$ cat config.mk
export PLATFORM = sky130hd
export DESIGN_NAME = core_boot_ctrl
export DESIGN_NICKNAME = d
export VERILOG_FILES = /design/src/rtl/core_boot_ctrl.sv
export SDC_FILE = /design/constraint.sdc
export NUM_CORES = 1
export LEC_CHECK = 0
export CORE_AREA = 4 4 119 98
export DETAILED_ROUTE_END_ITERATION = 10
export DIE_AREA = 0 0 123 102
export PLACE_DENSITY = 0.76
export SYNTH_ARGS = -nofsm -noshare
export SYNTH_HDL_FRONTEND = slang
export SYNTH_SLANG_ARGS = --single-unit
$ cat constraint.sdc
create_clock -name clk -period 2.2 [get_ports clk]
set_input_delay 0.22 -clock clk [delete_from_list [all_inputs] [get_ports clk]]
set_output_delay 0.22 -clock clk [all_outputs]
set_load 0.005 [all_outputs]
$ cat src/rtl/core_boot_ctrl.sv
// core_boot_ctrl: boot/run sequencer for the single-cycle RV32I DataPath.
// It holds the core in reset while program words stream into instruction
// memory, releases the core, counts RUN cycles, and reports a halt
// (branch-to-self, PC unchanged) or a timeout.
//
// Ports:
//   clk, reset_n        clock (rising edge), async active-low reset
//   start, abort        control pulses (abort has top priority)
//   ld_valid/ld_ready   program-word handshake with ld_data, ld_last
//   imem_we/waddr/wdata instruction memory write port (registered)
//   core_reset_n        core reset, 0 = held in reset
//   core_pc             current core PC, compared for halt detection
//   busy, done, timeout status flags (done/timeout sticky)
//   cycle_count         RUN cycles elapsed
//   words_loaded        words written during this load
module core_boot_ctrl #(
    parameter int IMEM_DEPTH = 64,
    parameter int ADDR_W     = $clog2(IMEM_DEPTH),
    parameter int MAX_CYCLES = 1024,
    parameter int CYC_W      = 16
) (
    input  logic              clk,
    input  logic              reset_n,
    input  logic              start,
    input  logic              abort,
    input  logic              ld_valid,
    output logic              ld_ready,
    input  logic [31:0]       ld_data,
    input  logic              ld_last,
    output logic              imem_we,
    output logic [ADDR_W-1:0] imem_waddr,
    output logic [31:0]       imem_wdata,
    output logic              core_reset_n,
    input  logic [31:0]       core_pc,
    output logic              busy,
    output logic              done,
    output logic              timeout,
    output logic [CYC_W-1:0]  cycle_count,
    output logic [ADDR_W:0]   words_loaded
);

    typedef enum logic [2:0] {
        S_IDLE,
        S_LOAD,
        S_REL,
        S_RUN,
        S_DONE,
        S_TMO
    } state_t;

    localparam logic [ADDR_W:0]  DEPTH_W = (ADDR_W+1)'(IMEM_DEPTH);
    localparam logic [CYC_W-1:0] LAST_CY = CYC_W'(MAX_CYCLES - 1);

    state_t state, state_n;

    logic [31:0]       pc_q;
    logic              hs;
    logic              load_end;
    logic              halt;
    logic              tmo_hit;
    logic [ADDR_W:0]   wl_inc;

    logic              we_d;
    logic [ADDR_W-1:0] waddr_d;
    logic [31:0]       wdata_d;
    logic              core_rst_d;
    logic              busy_d;
    logic              done_d;
    logic              tmo_d;
    logic [CYC_W-1:0]  cc_d;
    logic [ADDR_W:0]   wl_d;
    logic [31:0]       pc_d;

    assign ld_ready = (state == S_LOAD) && (words_loaded < DEPTH_W);
    assign hs       = ld_valid && ld_ready;
    assign wl_inc   = words_loaded + 1'b1;
    assign load_end = hs && (ld_last || (wl_inc == DEPTH_W));
    // pc_q is stale on the first RUN cycle, so halt needs one sample first
    assign halt     = (cycle_count != '0) && (core_pc == pc_q);
    assign tmo_hit  = (cycle_count == LAST_CY);

    // state register
    always_ff @(posedge clk or negedge reset_n) begin
        if (!reset_n) begin
            state <= S_IDLE;
        end else begin
            state <= state_n;
        end
    end

    // next-state logic
    always_comb begin
        state_n = state;
        if (abort) begin
            state_n = S_IDLE;
        end else begin
            unique case (state)
                S_IDLE: if (start) state_n = S_LOAD;
                S_LOAD: if (load_end) state_n = S_REL;
                S_REL:  state_n = S_RUN;
                S_RUN: begin
                    if (halt)         state_n = S_DONE;
                    else if (tmo_hit) state_n = S_TMO;
                end
                S_DONE: if (start) state_n = S_LOAD;
                S_TMO:  if (start) state_n = S_LOAD;
                default: state_n = S_IDLE;
            endcase
        end
    end

    // next values of the registered outputs
    always_comb begin
        we_d       = 1'b0;
        waddr_d    = imem_waddr;
        wdata_d    = imem_wdata;
        wl_d       = words_loaded;
        cc_d       = cycle_count;
        pc_d       = pc_q;
        done_d     = done;
        tmo_d      = timeout;
        core_rst_d = (state_n == S_RUN) || (state_n == S_DONE) ||
                     (state_n == S_TMO);
        busy_d     = (state_n == S_LOAD) || (state_n == S_REL) ||
                     (state_n == S_RUN);
        if (abort) begin
            // counters keep their values until the next start
            done_d = 1'b0;
            tmo_d  = 1'b0;
        end else begin
            unique case (state)
                S_IDLE, S_DONE, S_TMO: begin
                    if (start) begin
                        wl_d   = '0;
                        cc_d   = '0;
                        done_d = 1'b0;
                        tmo_d  = 1'b0;
                    end
                end
                S_LOAD: begin
                    if (hs) begin
                        we_d    = 1'b1;
                        waddr_d = words_loaded[ADDR_W-1:0];
                        wdata_d = ld_data;
                        wl_d    = wl_inc;
                    end
                end
                S_RUN: begin
                    pc_d = core_pc;
                    if (halt) begin
                        done_d = 1'b1;
                    end else if (tmo_hit) begin
                        done_d = 1'b1;
                        tmo_d  = 1'b1;
                    end else begin
                        cc_d = cycle_count + 1'b1;
                    end
                end
                default: ;
            endcase
        end
    end

    // output registers
    always_ff @(posedge clk or negedge reset_n) begin
        if (!reset_n) begin
            imem_we      <= 1'b0;
            imem_waddr   <= '0;
            imem_wdata   <= '0;
            core_reset_n <= 1'b0;
            busy         <= 1'b0;
            done         <= 1'b0;
            timeout      <= 1'b0;
            cycle_count  <= '0;
            words_loaded <= '0;
            pc_q         <= '0;
        end else begin
            imem_we      <= we_d;
            imem_waddr   <= waddr_d;
            imem_wdata   <= wdata_d;
            core_reset_n <= core_rst_d;
            busy         <= busy_d;
            done         <= done_d;
            timeout      <= tmo_d;
            cycle_count  <= cc_d;
            words_loaded <= wl_d;
            pc_q         <= pc_d;
        end
    end

endmodule

==> metrics.txt, run 1 <==
# TYPE chip_impl_metric gauge
chip_impl_info{name="mostFrequentLayoutCells",value="sky130_fd_sc_hd__nand2_1 (138), sky130_fd_sc_hd__clkdlybuf4s50_1 (135), sky130_fd_sc_hd__dfrtp_1 (101)"} 1
chip_impl_metric{name="antenna_cells_inserted",unit=""} 0
chip_impl_metric{name="synthAdderAreaFrac",unit="%"} 0.8060
chip_impl_info{name="setup.worst_path.class",value="reg -> reg"} 1
chip_impl_metric{name="finalCoreUtilization",unit="%"} 63.57
chip_impl_metric{name="yosysWarningCount",unit=""} 0
chip_impl_metric{name="avgViaCountPerCell",unit=""} 5.056
chip_impl_metric{name="worst-r2r-setup-slack",unit="ps"} 30
chip_impl_metric{name="num_vias",unit=""} 3858
chip_impl_metric{name="groute.layer.met2.usage",unit="%"} 30.03
chip_impl_info{name="setup.worst_path.end",value="cycle_count[13]"} 1
chip_impl_metric{name="p_per_area",unit="nW/µm²"} 768.1
chip_impl_metric{name="required",unit="ps"} 2480
chip_impl_metric{name="signal_arrival_time_at_the_worst_endpoint",unit="ps"} 2440
chip_impl_info{name="worstSetupStartpoint",value="cycle_count[13]"} 1
chip_impl_metric{name="setup_viols_final",unit=""} 0
chip_impl_metric{name="synth_xor_xnor_area_share",unit="%"} 6.959
chip_impl_metric{name="timing.critical_path.fanout_max",unit=""} 8
chip_impl_metric{name="area_delta_synth_final",unit="%"} 44.60
chip_impl_metric{name="synth-edff-count",unit=""} 0
chip_impl_metric{name="globalRouteMet3Util",unit="%"} 4.870
chip_impl_metric{name="synth_cell_type_count",unit=""} 46
chip_impl_info{name="worstReg2RegStart",value="cycle_count[13]"} 1
chip_impl_metric{name="post_syn_area_per_cell",unit="µm²"} 10.17
chip_impl_info{name="critical_path.startpoint_type",value="flip-flop"} 1
chip_impl_info{name="outcome",value="completed"} 1
chip_impl_metric{name="cap_violations",unit=""} 0
chip_impl_metric{name="clock-skew-final",unit="ps"} 9.236
chip_impl_metric{name="dp_hpwl",unit="µm"} 8360
chip_impl_info{name="busiest_layer_in_global_routing",value="met2"} 1
chip_impl_info{name="commonest_non_fill_non_tap_cell_in_the_layout",value="sky130_fd_sc_hd__nand2_1"} 1
chip_impl_metric{name="post_synth_mux_area_share",unit="%"} 8.383
chip_impl_metric{name="synth-compound-area-share",unit="%"} 5.803
chip_impl_metric{name="ant_nets",unit=""} 0
chip_impl_metric{name="place.port_buffers",unit=""} 136
chip_impl_metric{name="grt_pass1_wl",unit="µm"} 18410
chip_impl_metric{name="grt_util_met1",unit="%"} 24.31
chip_impl_info{name="rr_endpoint",value="cycle_count[13]"} 1
chip_impl_metric{name="clkSinkCount",unit=""} 101
chip_impl_metric{name="number_of_max_slew_violations_in_the_final_report",unit=""} 0
chip_impl_info{name="ys_dominant_reg_cell",value="sky130_fd_sc_hd__dfrtp_1"} 1
chip_impl_metric{name="initial_utilization",unit="%"} 43.96
chip_impl_metric{name="min_period",unit="ps"} 2165
chip_impl_metric{name="chip_height",unit="µm"} 102
chip_impl_metric{name="grt_max_degree",unit=""} 79
chip_impl_metric{name="synthesis.nets",unit=""} 531
chip_impl_info{name="clock_tree.root_cell",value="sky130_fd_sc_hd__clkbuf_16"} 1
chip_impl_metric{name="synth-seq-cells",unit=""} 101
chip_impl_metric{name="design.die.area",unit="µm²"} 12550
chip_impl_metric{name="max_freq",unit="GHz"} 0.4618
chip_impl_metric{name="postSynth.asyncResetShare",unit="%"} 100.0
chip_impl_metric{name="drt-pass1-iter-count",unit=""} 4
chip_impl_info{name="crit_path_end_kind",value="flip-flop"} 1
chip_impl_metric{name="h_tree_level_count",unit=""} 3
chip_impl_metric{name="yosys.area_share.simple",unit="%"} 21.68
chip_impl_metric{name="finalWeightedCongestion",unit=""} 0.8234
chip_impl_metric{name="power.leakage",unit="nW"} 2.975
chip_impl_metric{name="final_net_count",unit=""} 687
chip_impl_metric{name="grt_total_usage",unit="%"} 18.50
chip_impl_metric{name="wl_per_cell",unit="µm"} 15.33
chip_impl_info{name="rsz0062_at_grt",value="true"} 1
chip_impl_metric{name="netlist_instances",unit=""} 458
chip_impl_metric{name="tightest_slew",unit="ps"} 461.9
chip_impl_metric{name="area_of_the_core_region",unit="µm²"} 10590
chip_impl_info{name="tritoncts",value="yes"} 1
chip_impl_metric{name="num-fill-cells",unit=""} 852
chip_impl_metric{name="r2r_cells",unit=""} 8
chip_impl_metric{name="number_of_violations_reported_at_the_end_of_detailed_routing_iteration_0",unit=""} 306
chip_impl_metric{name="cts_clock_pin_slew_for_the_worst_setup_and_hold_paths",unit="ps"} 70
chip_impl_metric{name="seq_area_frac_synth",unit="%"} 54.27
chip_impl_metric{name="proportion_of_layout_cells_with_a_drive_suffix_above_1",unit="%"} 15.51
chip_impl_metric{name="worst_skew_pair_latency",unit="ps"} 340
chip_impl_metric{name="final_hold_viol_count",unit=""} 0
chip_impl_metric{name="layout_worst_path_cycle_share",unit="%"} 98.43
chip_impl_metric{name="grt_antenna_before_repair",unit=""} 0
chip_impl_metric{name="clock_path_buffers",unit=""} 2
chip_impl_metric{name="number_of_global_route_vias_before_repair",unit=""} 3733
chip_impl_metric{name="global_route.overflow_total",unit=""} 0
chip_impl_metric{name="detail_route.wirelength",unit="µm"} 11700
chip_impl_info{name="type_of_the_tightest_min_delay_check",value="in -> async"} 1
chip_impl_info{name="synth_top_family_by_area",value="simple AND/OR/NAND/NOR gates"} 1
chip_impl_metric{name="cts_inserted_buffers",unit=""} 9
chip_impl_metric{name="floorplan.rows",unit=""} 34
chip_impl_metric{name="worst_slew_margin_rel",unit="%"} 69.20
chip_impl_metric{name="boundaryPins",unit=""} 137
chip_impl_metric{name="post_synth_instance_area",unit="µm²"} 4657
chip_impl_metric{name="totalNegativeSetupSlack",unit="ps"} 0
chip_impl_metric{name="die_w",unit="µm"} 123
chip_impl_metric{name="vdd.ir_drop.worst",unit="µV"} 593.1
chip_impl_metric{name="drcViolationCount",unit=""} 0
critical path: stages (launching register included):
cell                       delay [ps]
sky130_fd_sc_hd__dfrtp_1          380
sky130_fd_sc_hd__nor4_1           270
sky130_fd_sc_hd__nand2_1          160
sky130_fd_sc_hd__nand4b_4         220
sky130_fd_sc_hd__a31oi_4          230
sky130_fd_sc_hd__a21oi_2          100
sky130_fd_sc_hd__buf_6            150
sky130_fd_sc_hd__or4_4            480
sky130_fd_sc_hd__a21oi_2          120
per-layer routing:
| layer | routed length (µm) | up-vias |
|---|---|---|
| met5 | 0 | - |
| met4 | 235 | 0 |
| met3 | 712 | 22 |
| met2 | 5807 | 118 |
| met1 | 4940 | 1859 |
| li1 | - | 1859 |
metrics by stage:
step	hold WS (ps)	setup WS [ps]	total power [mW]	cells	area (µm²)
3_5_place_dp	139.7	-200.2	3.644	744	6361
4_1_cts	328.7	3.729	5.225	762	6671
5_1_grt	336.9	-28.72	5.448	763	6734
6_report	324.9	34.54	5.172	763	6734
2_1_floorplan	-75.59	170.7	2.937	458	4657
3_3_place_gp	140.2	-177.6	3.590	744	6361
worst min path at each step:
stage / start / end / cells past startpoint
2_1_floorplan: reset_n / busy / 0
3_3_place_gp: reset_n / imem_wdata[0] / 1
3_5_place_dp: reset_n / imem_wdata[30] / 1
4_1_cts: reset_n / imem_wdata[30] / 2
5_1_grt: reset_n / imem_wdata[30] / 2
6_report: reset_n / imem_wdata[30] / 2
power by group:
group	total (mW)	switching, mW	internal, mW
sequential	2.39	0.207	2.19
clock	1.56	0.681	0.880
combinational	1.22	0.458	0.759
total	5.17	1.35	3.83
final cells by class:
cell class	instances	area [µm²]	share of cell area, %
clock buffer	10	229.0	3.400
timing repair buffer	166	1628	24.17
sequential	101	2527	37.53
inverter	4	15.01	0.2230
tap	144	180.2	2.676
clock inverter	6	63.81	0.9476
multi-input combinational	332	2091	31.05
repair_timing:
item | CTS | global route
pin swaps | 1 | 13
hold buffers | 1 | 0
resized for setup | 0 | 13
setup endpoints to repair | 1 | 14
gates cloned | 0 | 1
endpoints found under the hold margin | 23 | 0
setup buffers | 1 | 0
flip-flops by register name (all words and copies together) (netlist names):
name,cells
done,1
timeout,1
pc_q,32
busy,1
cycle_count,16
core_reset_n,1
imem_we,1
state,3
words_loaded,7
imem_waddr,6
imem_wdata,32
synth_stat cells, drive strengths merged, types with 3 or more instances:
cell type | n | area [µm²]
o21ai | 11 | 55.05
nand3 | 11 | 55.05
nor4 | 4 | 37.53
nor2 | 15 | 56.30
o21a | 3 | 22.52
nor3 | 7 | 45.04
nand2 | 138 | 518.0
xnor2 | 32 | 280.3
nand4 | 15 | 93.84
xor2 | 5 | 43.79
clkbuf | 15 | 56.30
ha | 3 | 37.54
a21oi | 12 | 63.81
or3 | 4 | 25.02
and3 | 4 | 25.02
o31ai | 7 | 52.55
mux2 | 32 | 360.4
or4 | 6 | 45.04
dfrtp | 101 | 2527
mux2i | 3 | 30.03
inv | 4 | 15.01
buf | 6 | 26.27
kinds of logic after synthesis:
family | after synthesis
AND/OR/NAND/NOR | 216
AO/OA/AOI/OAI | 41
buffers and inverters | 25
XOR/XNOR | 37
adder cells (fa/ha/maj) | 3
multiplexers | 35
flip-flops | 101
No activity file was read; power rests on OpenSTA's default activity.
==> inputs of run 2 (changes only) <==
--- a/config.mk
+++ b/config.mk
@@ -8,7 +8,7 @@
 export CORE_AREA = 4 4 119 98
 export DETAILED_ROUTE_END_ITERATION = 10
 export DIE_AREA = 0 0 123 102
-export PLACE_DENSITY = 0.76
+export DONT_BUFFER_PORTS = 1
 export SYNTH_ARGS = -nofsm -noshare
 export SYNTH_HDL_FRONTEND = slang
 export SYNTH_SLANG_ARGS = --single-unit
==> metrics.txt, run 2 (synthesis results as in run 1) <==
# TYPE chip_impl_metric gauge
chip_impl_metric{name="max_freq",unit="GHz"} 0.4597
chip_impl_metric{name="drcViolationCount",unit=""} 0
chip_impl_metric{name="boundaryPins",unit=""} 137
chip_impl_metric{name="clock-skew-final",unit="ps"} 8.807
chip_impl_metric{name="clkSinkCount",unit=""} 101
chip_impl_metric{name="proportion_of_layout_cells_with_a_drive_suffix_above_1",unit="%"} 19.69
chip_impl_info{name="setup.worst_path.class",value="reg -> reg"} 1
chip_impl_metric{name="finalWeightedCongestion",unit=""} 0.7994
chip_impl_metric{name="num-fill-cells",unit=""} 913
chip_impl_metric{name="final_net_count",unit=""} 591
chip_impl_info{name="commonest_non_fill_non_tap_cell_in_the_layout",value="sky130_fd_sc_hd__nand2_1"} 1
chip_impl_info{name="tritoncts",value="yes"} 1
chip_impl_info{name="layout_top_registers",value="imem_wdata: 32 flops, pc_q: 32 flops, cycle_count: 16 flops"} 1
chip_impl_info{name="violations",value="negative hold slack"} 1
chip_impl_metric{name="ant_nets",unit=""} 0
chip_impl_metric{name="seqPwrFrac",unit="%"} 51.3
chip_impl_metric{name="design_area",unit="µm²"} 5772
chip_impl_metric{name="dp_hpwl",unit="µm"} 7227
chip_impl_metric{name="p_per_area",unit="nW/µm²"} 826.4
chip_impl_metric{name="wl_per_cell",unit="µm"} 16.22
chip_impl_metric{name="cts_inserted_buffers",unit=""} 9
chip_impl_info{name="crit_path_end_kind",value="flip-flop"} 1
chip_impl_metric{name="power_report.internal_total",unit="mW"} 3.513
chip_impl_metric{name="grt_pass1_wl",unit="µm"} 16860
chip_impl_metric{name="grt_max_degree",unit=""} 102
chip_impl_metric{name="detail_route.wirelength",unit="µm"} 10820
chip_impl_metric{name="area_delta_synth_final",unit="%"} 23.94
chip_impl_metric{name="clockPowerShare",unit="%"} 34.2
chip_impl_metric{name="tightest_slew",unit="ps"} 470.4
chip_impl_metric{name="layout_worst_path_cycle_share",unit="%"} 98.88
chip_impl_metric{name="r2r_cells",unit=""} 9
chip_impl_metric{name="worst_slew_margin_rel",unit="%"} 68.64
chip_impl_metric{name="worst_skew_pair_latency",unit="ps"} 340
chip_impl_metric{name="vdd.ir_drop.worst",unit="µV"} 643.6
chip_impl_metric{name="hold-worst-slack",unit="ps"} -428.7
chip_impl_metric{name="power.switching_fraction",unit="%"} 26.35
chip_impl_metric{name="power.switching",unit="mW"} 1.257
chip_impl_metric{name="design.die.area",unit="µm²"} 12550
chip_impl_info{name="type_of_the_tightest_min_delay_check",value="in -> async"} 1
chip_impl_metric{name="totalNegativeSetupSlack",unit="ps"} 0
chip_impl_metric{name="final_hold_viol_count",unit=""} 101
chip_impl_metric{name="cts_hold_buffers",unit=""} 33
chip_impl_metric{name="global_route.overflow_total",unit=""} 0
chip_impl_metric{name="power.leakage",unit="nW"} 2.625
chip_impl_metric{name="clock_path_buffers",unit=""} 2
chip_impl_metric{name="cts_clock_pin_slew_for_the_worst_setup_and_hold_paths",unit="ps"} 70
chip_impl_metric{name="min_period",unit="ps"} 2175
chip_impl_metric{name="chip_height",unit="µm"} 102
chip_impl_metric{name="number_of_max_slew_violations_in_the_final_report",unit=""} 0
chip_impl_metric{name="h_tree_level_count",unit=""} 3
chip_impl_metric{name="place.port_buffers",unit=""} 0
chip_impl_metric{name="floorplan.rows",unit=""} 34
chip_impl_metric{name="power.combinational.fraction",unit="%"} 14.5
chip_impl_metric{name="number_of_global_route_vias_before_repair",unit=""} 3293
chip_impl_info{name="outcome",value="complete, but fails checks"} 1
chip_impl_metric{name="grt_total_usage",unit="%"} 17.17
chip_impl_metric{name="antenna_cells_inserted",unit=""} 0
chip_impl_metric{name="place_inst",unit=""} 609
chip_impl_metric{name="drt-pass1-iter-count",unit=""} 4
chip_impl_metric{name="die_w",unit="µm"} 123
chip_impl_metric{name="cap_violations",unit=""} 0
chip_impl_metric{name="finalCoreUtilization",unit="%"} 54.49
chip_impl_metric{name="avgViaCountPerCell",unit=""} 5.156
chip_impl_metric{name="signal_arrival_time_at_the_worst_endpoint",unit="ps"} 2440
chip_impl_metric{name="grt_antenna_before_repair",unit=""} 0
chip_impl_metric{name="setup_viols_final",unit=""} 0
chip_impl_metric{name="required",unit="ps"} 2470
chip_impl_metric{name="area_of_the_core_region",unit="µm²"} 10590
chip_impl_metric{name="timing.critical_path.fanout_max",unit=""} 5
chip_impl_metric{name="num_vias",unit=""} 3439
chip_impl_metric{name="initial_utilization",unit="%"} 43.96
chip_impl_metric{name="fin_cells",unit=""} 667
chip_impl_info{name="rsz0062_at_grt",value="true"} 1
chip_impl_metric{name="number_of_violations_reported_at_the_end_of_detailed_routing_iteration_0",unit=""} 177
chip_impl_info{name="clock_tree.root_cell",value="sky130_fd_sc_hd__clkbuf_16"} 1
chip_impl_metric{name="dpl-instance-area",unit="µm²"} 4997
chip_impl_info{name="mostFrequentLayoutCells",value="sky130_fd_sc_hd__nand2_1 (138), sky130_fd_sc_hd__dfrtp_1 (101), sky130_fd_sc_hd__dlygate4sd3_1 (33)"} 1
chip_impl_info{name="critical_path.startpoint_type",value="flip-flop"} 1
-- run 2: cell count changes in the layout (fill, tap and decap cells not counted), sizes merged --
cell	delta
dlygate4sd3	+32
clkinvlp	-1
buf	+6
a21oi	+1
inv	+1
clkdlybuf4s50	-135
-- run 2: routing by layer --
| metal | vias up | routed length, µm | track usage, % |
|---|---|---|---|
| li1 | 1678 | - | - |
| met1 | 1663 | 4615 | 22.23 |
| met2 | 85 | 5131 | 26.17 |
| met3 | 13 | 917 | 7.360 |
| met4 | 0 | 155 | 5.617 |
| met5 | - | 0 | 0 |
-- run 2: per-stage QoR --
step                      worst slack, ps  power (mW)
after global routing               -57.36       5.025
after global placement             -76.99       3.076
final                               24.56       4.770
after detailed placement           -119.5       3.116
after CTS                           7.994       4.826
after floorplan                     170.7       2.937
-- run 2: area by class of cell --
class | instances | area (µm²) | share of cell area [%]
sequential | 101 | 2527 | 43.79
multi-input combinational | 333 | 2106 | 36.48
timing repair buffer | 69 | 633.1 | 10.97
clock buffer | 10 | 239.0 | 4.140
tap | 144 | 180.2 | 3.122
clock inverter | 6 | 71.32 | 1.236
inverter | 4 | 15.01 | 0.2601
-- run 2: power by group through the flow --
| stage | combinational (mW) | sequential, mW | clock, mW |
|---|---|---|---|
| global placement | 0.607 | 2.47 | 0 |
| CTS | 0.682 | 2.45 | 1.69 |
| global route | 0.774 | 2.49 | 1.76 |
| finish | 0.692 | 2.44 | 1.63 |
| detailed placement | 0.632 | 2.48 | 0 |
| floorplan | 0.525 | 2.41 | 0 |
-- run 2: worst max-delay path, stage by stage (launching register included) --
cell and delay (ps):
sky130_fd_sc_hd__dfrtp_1 400, sky130_fd_sc_hd__xnor2_1 180, sky130_fd_sc_hd__nand4_1 120, sky130_fd_sc_hd__nor4_2 350, sky130_fd_sc_hd__buf_4 180, sky130_fd_sc_hd__a31oi_4 120, sky130_fd_sc_hd__buf_6 160, sky130_fd_sc_hd__or2_4 250
sky130_fd_sc_hd__a21oi_4 200, sky130_fd_sc_hd__o21bai_4 150
-- run 2: repair_timing --
item,4_1_cts,5_1_grt
buffers inserted,1,7
endpoints found under the setup margin,7,10
pin swaps,2,12
resized for setup,2,11
gates cloned,0,1
endpoints found under the hold margin,136,101
-- run 2: final timing paths --
check / slack [ps] / start / endpoint
worst max-delay path: 20 / pc_q[13] / core_reset_n
worst min-delay path: -430 / reset_n / cycle_count[8]
worst min register to register: 510 / imem_wdata[17] / imem_wdata[17]
max in group asynchronous: 2400 / reset_n / cycle_count[0]
worst max register to register: 20 / pc_q[13] / core_reset_n
min in group clk: 20 / core_pc[15] / pc_q[15]
==> inputs of run 3 (changes only) <==
--- a/config.mk
+++ b/config.mk
@@ -5,9 +5,10 @@
 export SDC_FILE = /design/constraint.sdc
 export NUM_CORES = 1
 export LEC_CHECK = 0
-export CORE_AREA = 4 4 119 98
+export ABC_CLOCK_PERIOD_IN_PS = 2200
+export CORE_AREA = 2 2 94 119
 export DETAILED_ROUTE_END_ITERATION = 10
-export DIE_AREA = 0 0 123 102
+export DIE_AREA = 0 0 96 121
 export DONT_BUFFER_PORTS = 1
 export SYNTH_ARGS = -nofsm -noshare
 export SYNTH_HDL_FRONTEND = slang
==> metrics.txt, run 3 (synthesis results as in run 1) <==
# TYPE chip_impl_metric gauge
chip_impl_metric{name="proportion_of_layout_cells_with_a_drive_suffix_above_1",unit="%"} 18.68
chip_impl_metric{name="timing.critical_path.fanout_max",unit=""} 16
chip_impl_metric{name="wl_per_cell",unit="µm"} 15.87
chip_impl_info{name="commonest_non_fill_non_tap_cell_in_the_layout",value="sky130_fd_sc_hd__nand2_1"} 1
chip_impl_metric{name="dpl-instance-area",unit="µm²"} 4982
chip_impl_metric{name="grt_pass1_wl",unit="µm"} 16620
chip_impl_metric{name="cts_clock_pin_slew_for_the_worst_setup_and_hold_paths",unit="ps"} 70
chip_impl_metric{name="boundaryPins",unit=""} 137
chip_impl_metric{name="final_hold_viol_count",unit=""} 101
chip_impl_metric{name="grt_antenna_before_repair",unit=""} 0
chip_impl_metric{name="grt_max_degree",unit=""} 102
chip_impl_metric{name="required",unit="ps"} 2460
chip_impl_metric{name="cts_hold_buffers",unit=""} 31
chip_impl_metric{name="max_freq",unit="GHz"} 0.4664
chip_impl_metric{name="min_period",unit="ps"} 2144
chip_impl_metric{name="cts_inserted_buffers",unit=""} 9
chip_impl_info{name="rsz0062_at_grt",value="true"} 1
chip_impl_info{name="worstSetupStartpoint",value="cycle_count[6]"} 1
chip_impl_metric{name="dp_hpwl",unit="µm"} 7222
chip_impl_metric{name="ant_nets",unit=""} 0
chip_impl_metric{name="drt-pass1-iter-count",unit=""} 4
chip_impl_info{name="critical_path.startpoint_type",value="flip-flop"} 1
chip_impl_metric{name="finalWeightedCongestion",unit=""} 0.8330
chip_impl_metric{name="area_of_the_core_region",unit="µm²"} 10460
chip_impl_metric{name="floorplan.rows",unit=""} 42
chip_impl_metric{name="num_vias",unit=""} 3465
chip_impl_metric{name="number_of_violations_reported_at_the_end_of_detailed_routing_iteration_0",unit=""} 170
chip_impl_metric{name="p_per_area",unit="nW/µm²"} 839.1
chip_impl_info{name="mostFrequentLayoutCells",value="sky130_fd_sc_hd__nand2_1 (138), sky130_fd_sc_hd__dfrtp_1 (101), sky130_fd_sc_hd__xnor2_1 (32), sky130_fd_sc_hd__mux2_2 (32), sky130_fd_sc_hd__dlygate4sd3_1 (31)"} 1
chip_impl_metric{name="layout_worst_path_cycle_share",unit="%"} 97.47
chip_impl_metric{name="signal_arrival_time_at_the_worst_endpoint",unit="ps"} 2410
chip_impl_metric{name="h_tree_level_count",unit=""} 3
chip_impl_metric{name="power.leakage",unit="nW"} 2.590
chip_impl_metric{name="worst_slew_margin_rel",unit="%"} 72.62
chip_impl_info{name="layout_top_registers",value="imem_wdata: 32 flops, pc_q: 32 flops, cycle_count: 16 flops"} 1
chip_impl_info{name="rr_endpoint",value="cycle_count[11]"} 1
chip_impl_info{name="setup.worst_path.class",value="reg -> reg"} 1
chip_impl_metric{name="sum_of_internal_switching_and_leakage_power",unit="mW"} 4.753
chip_impl_metric{name="r2r_cells",unit=""} 8
chip_impl_metric{name="clkSinkCount",unit=""} 101
chip_impl_metric{name="initial_utilization",unit="%"} 44.53
chip_impl_info{name="crit_slowest_cell",value="sky130_fd_sc_hd__or4_4"} 1
chip_impl_info{name="setup.worst_path.end",value="cycle_count[11]"} 1
chip_impl_metric{name="vdd.ir_drop.worst",unit="µV"} 467.6
chip_impl_metric{name="global_route.overflow_total",unit=""} 0
chip_impl_metric{name="clock-skew-final",unit="ps"} 6.304
chip_impl_metric{name="grt_total_usage",unit="%"} 18.30
chip_impl_info{name="type_of_the_tightest_min_delay_check",value="in -> async"} 1
chip_impl_info{name="tritoncts",value="yes"} 1
chip_impl_metric{name="clock_path_buffers",unit=""} 2
chip_impl_metric{name="number_of_global_route_vias_before_repair",unit=""} 3463
chip_impl_info{name="clock_tree.root_cell",value="sky130_fd_sc_hd__clkbuf_16"} 1
chip_impl_metric{name="setup_viols_final",unit=""} 0
chip_impl_metric{name="place.port_buffers",unit=""} 0
chip_impl_metric{name="number_of_max_slew_violations_in_the_final_report",unit=""} 0
chip_impl_metric{name="totalNegativeSetupSlack",unit="ps"} 0
chip_impl_metric{name="critical_path.max_stage_delay",unit="ps"} 470
chip_impl_info{name="crit_path_end_kind",value="flip-flop"} 1
chip_impl_info{name="violations",value="negative hold slack"} 1
chip_impl_metric{name="worst_skew_pair_latency",unit="ps"} 340
chip_impl_info{name="crit_path_cell_trace",value="nor3_1 > buf_4 > nand4b_4 > a31oi_4 > a21oi_2 > buf_12 > or4_4 > a21oi_1"} 1
chip_impl_metric{name="design.die.area",unit="µm²"} 11620
chip_impl_metric{name="tightest_slew",unit="ps"} 409.6
chip_impl_info{name="outcome",value="complete, but fails checks"} 1
chip_impl_metric{name="design_area",unit="µm²"} 5664
chip_impl_metric{name="avgViaCountPerCell",unit=""} 5.364
chip_impl_info{name="worstReg2RegStart",value="cycle_count[6]"} 1
chip_impl_metric{name="drcViolationCount",unit=""} 0
chip_impl_metric{name="final_net_count",unit=""} 582
chip_impl_metric{name="die_w",unit="µm"} 96
chip_impl_metric{name="chip_height",unit="µm"} 121
chip_impl_metric{name="worst-r2r-setup-slack",unit="ps"} 60
chip_impl_metric{name="detail_route.wirelength",unit="µm"} 10250
chip_impl_metric{name="cap_violations",unit=""} 0
chip_impl_metric{name="area_delta_synth_final",unit="%"} 21.63
chip_impl_metric{name="antenna_cells_inserted",unit=""} 0
chip_impl_metric{name="hold-worst-slack",unit="ps"} -428.0
-- run 3: critical path: cells and delay by family, from the launching register on --
kind,cells,cell delay [ps]
simple gates,3,860
compound gates,3,450
flops,1,440
buf+inv,2,320
-- run 3: layout make-up --
type,instances,area [µm²]
Clock inverter,4,53.80
Sequential cell,101,2527
Timing Repair Buffer,61,560.5
Clock buffer,12,256.5
Inverter,4,16.27
Tap cell,132,165.2
Fill cell,904,4793
Multi-Input combinational cell,332,2085
-- run 3: how the worst min path moves through the flow --
stage / startpoint / depth (start not counted) / slack, ps / endpoint
final: reset_n / 0 / -430 / pc_q[4]
after global routing: reset_n / 0 / -450 / pc_q[4]
after CTS: reset_n / 0 / -440 / imem_wdata[24]
after detailed placement: reset_n / 0 / -70 / imem_wdata[24]
after global placement: reset_n / 0 / -70 / pc_q[0]
after floorplan: reset_n / 0 / -80 / busy
-- run 3: per-layer routing --
layer	part of all wire (%)	vias to the layer above	global-route usage, %	wire length [µm]
met5	0	-	0	0
met4	1.6	0	6.250	161
met3	8.4	17	6.646	866
met2	52	121	30.16	5341
met1	38	1676	21.83	3884
li1	-	1651	-	-
-- run 3: repair_timing --
action                                  4_1_cts  5_1_grt
hold endpoints to repair                    135      101
endpoints found under the setup margin        0       11
setup buffers                                 0        2
gates resized for setup                       0       11
-- run 3: metrics by stage --
stage | setup slack [ps] | util [%] | cells
floorplan | 170.7 | - | 458
global placement | 97.58 | 47.64 | 597
detailed placement | 50.91 | 47.64 | 597
CTS | 33.12 | 53.58 | 644
global route | -50.67 | 54.16 | 646
finish | 55.73 | 54.16 | 646
-- run 3: where the power goes --
part / total, mW / switching [mW] / internal, mW
registers: 2.44 / 0.253 / 2.19
clock network: 1.63 / 0.679 / 0.949
logic: 0.684 / 0.285 / 0.399
total: 4.75 / 1.22 / 3.54
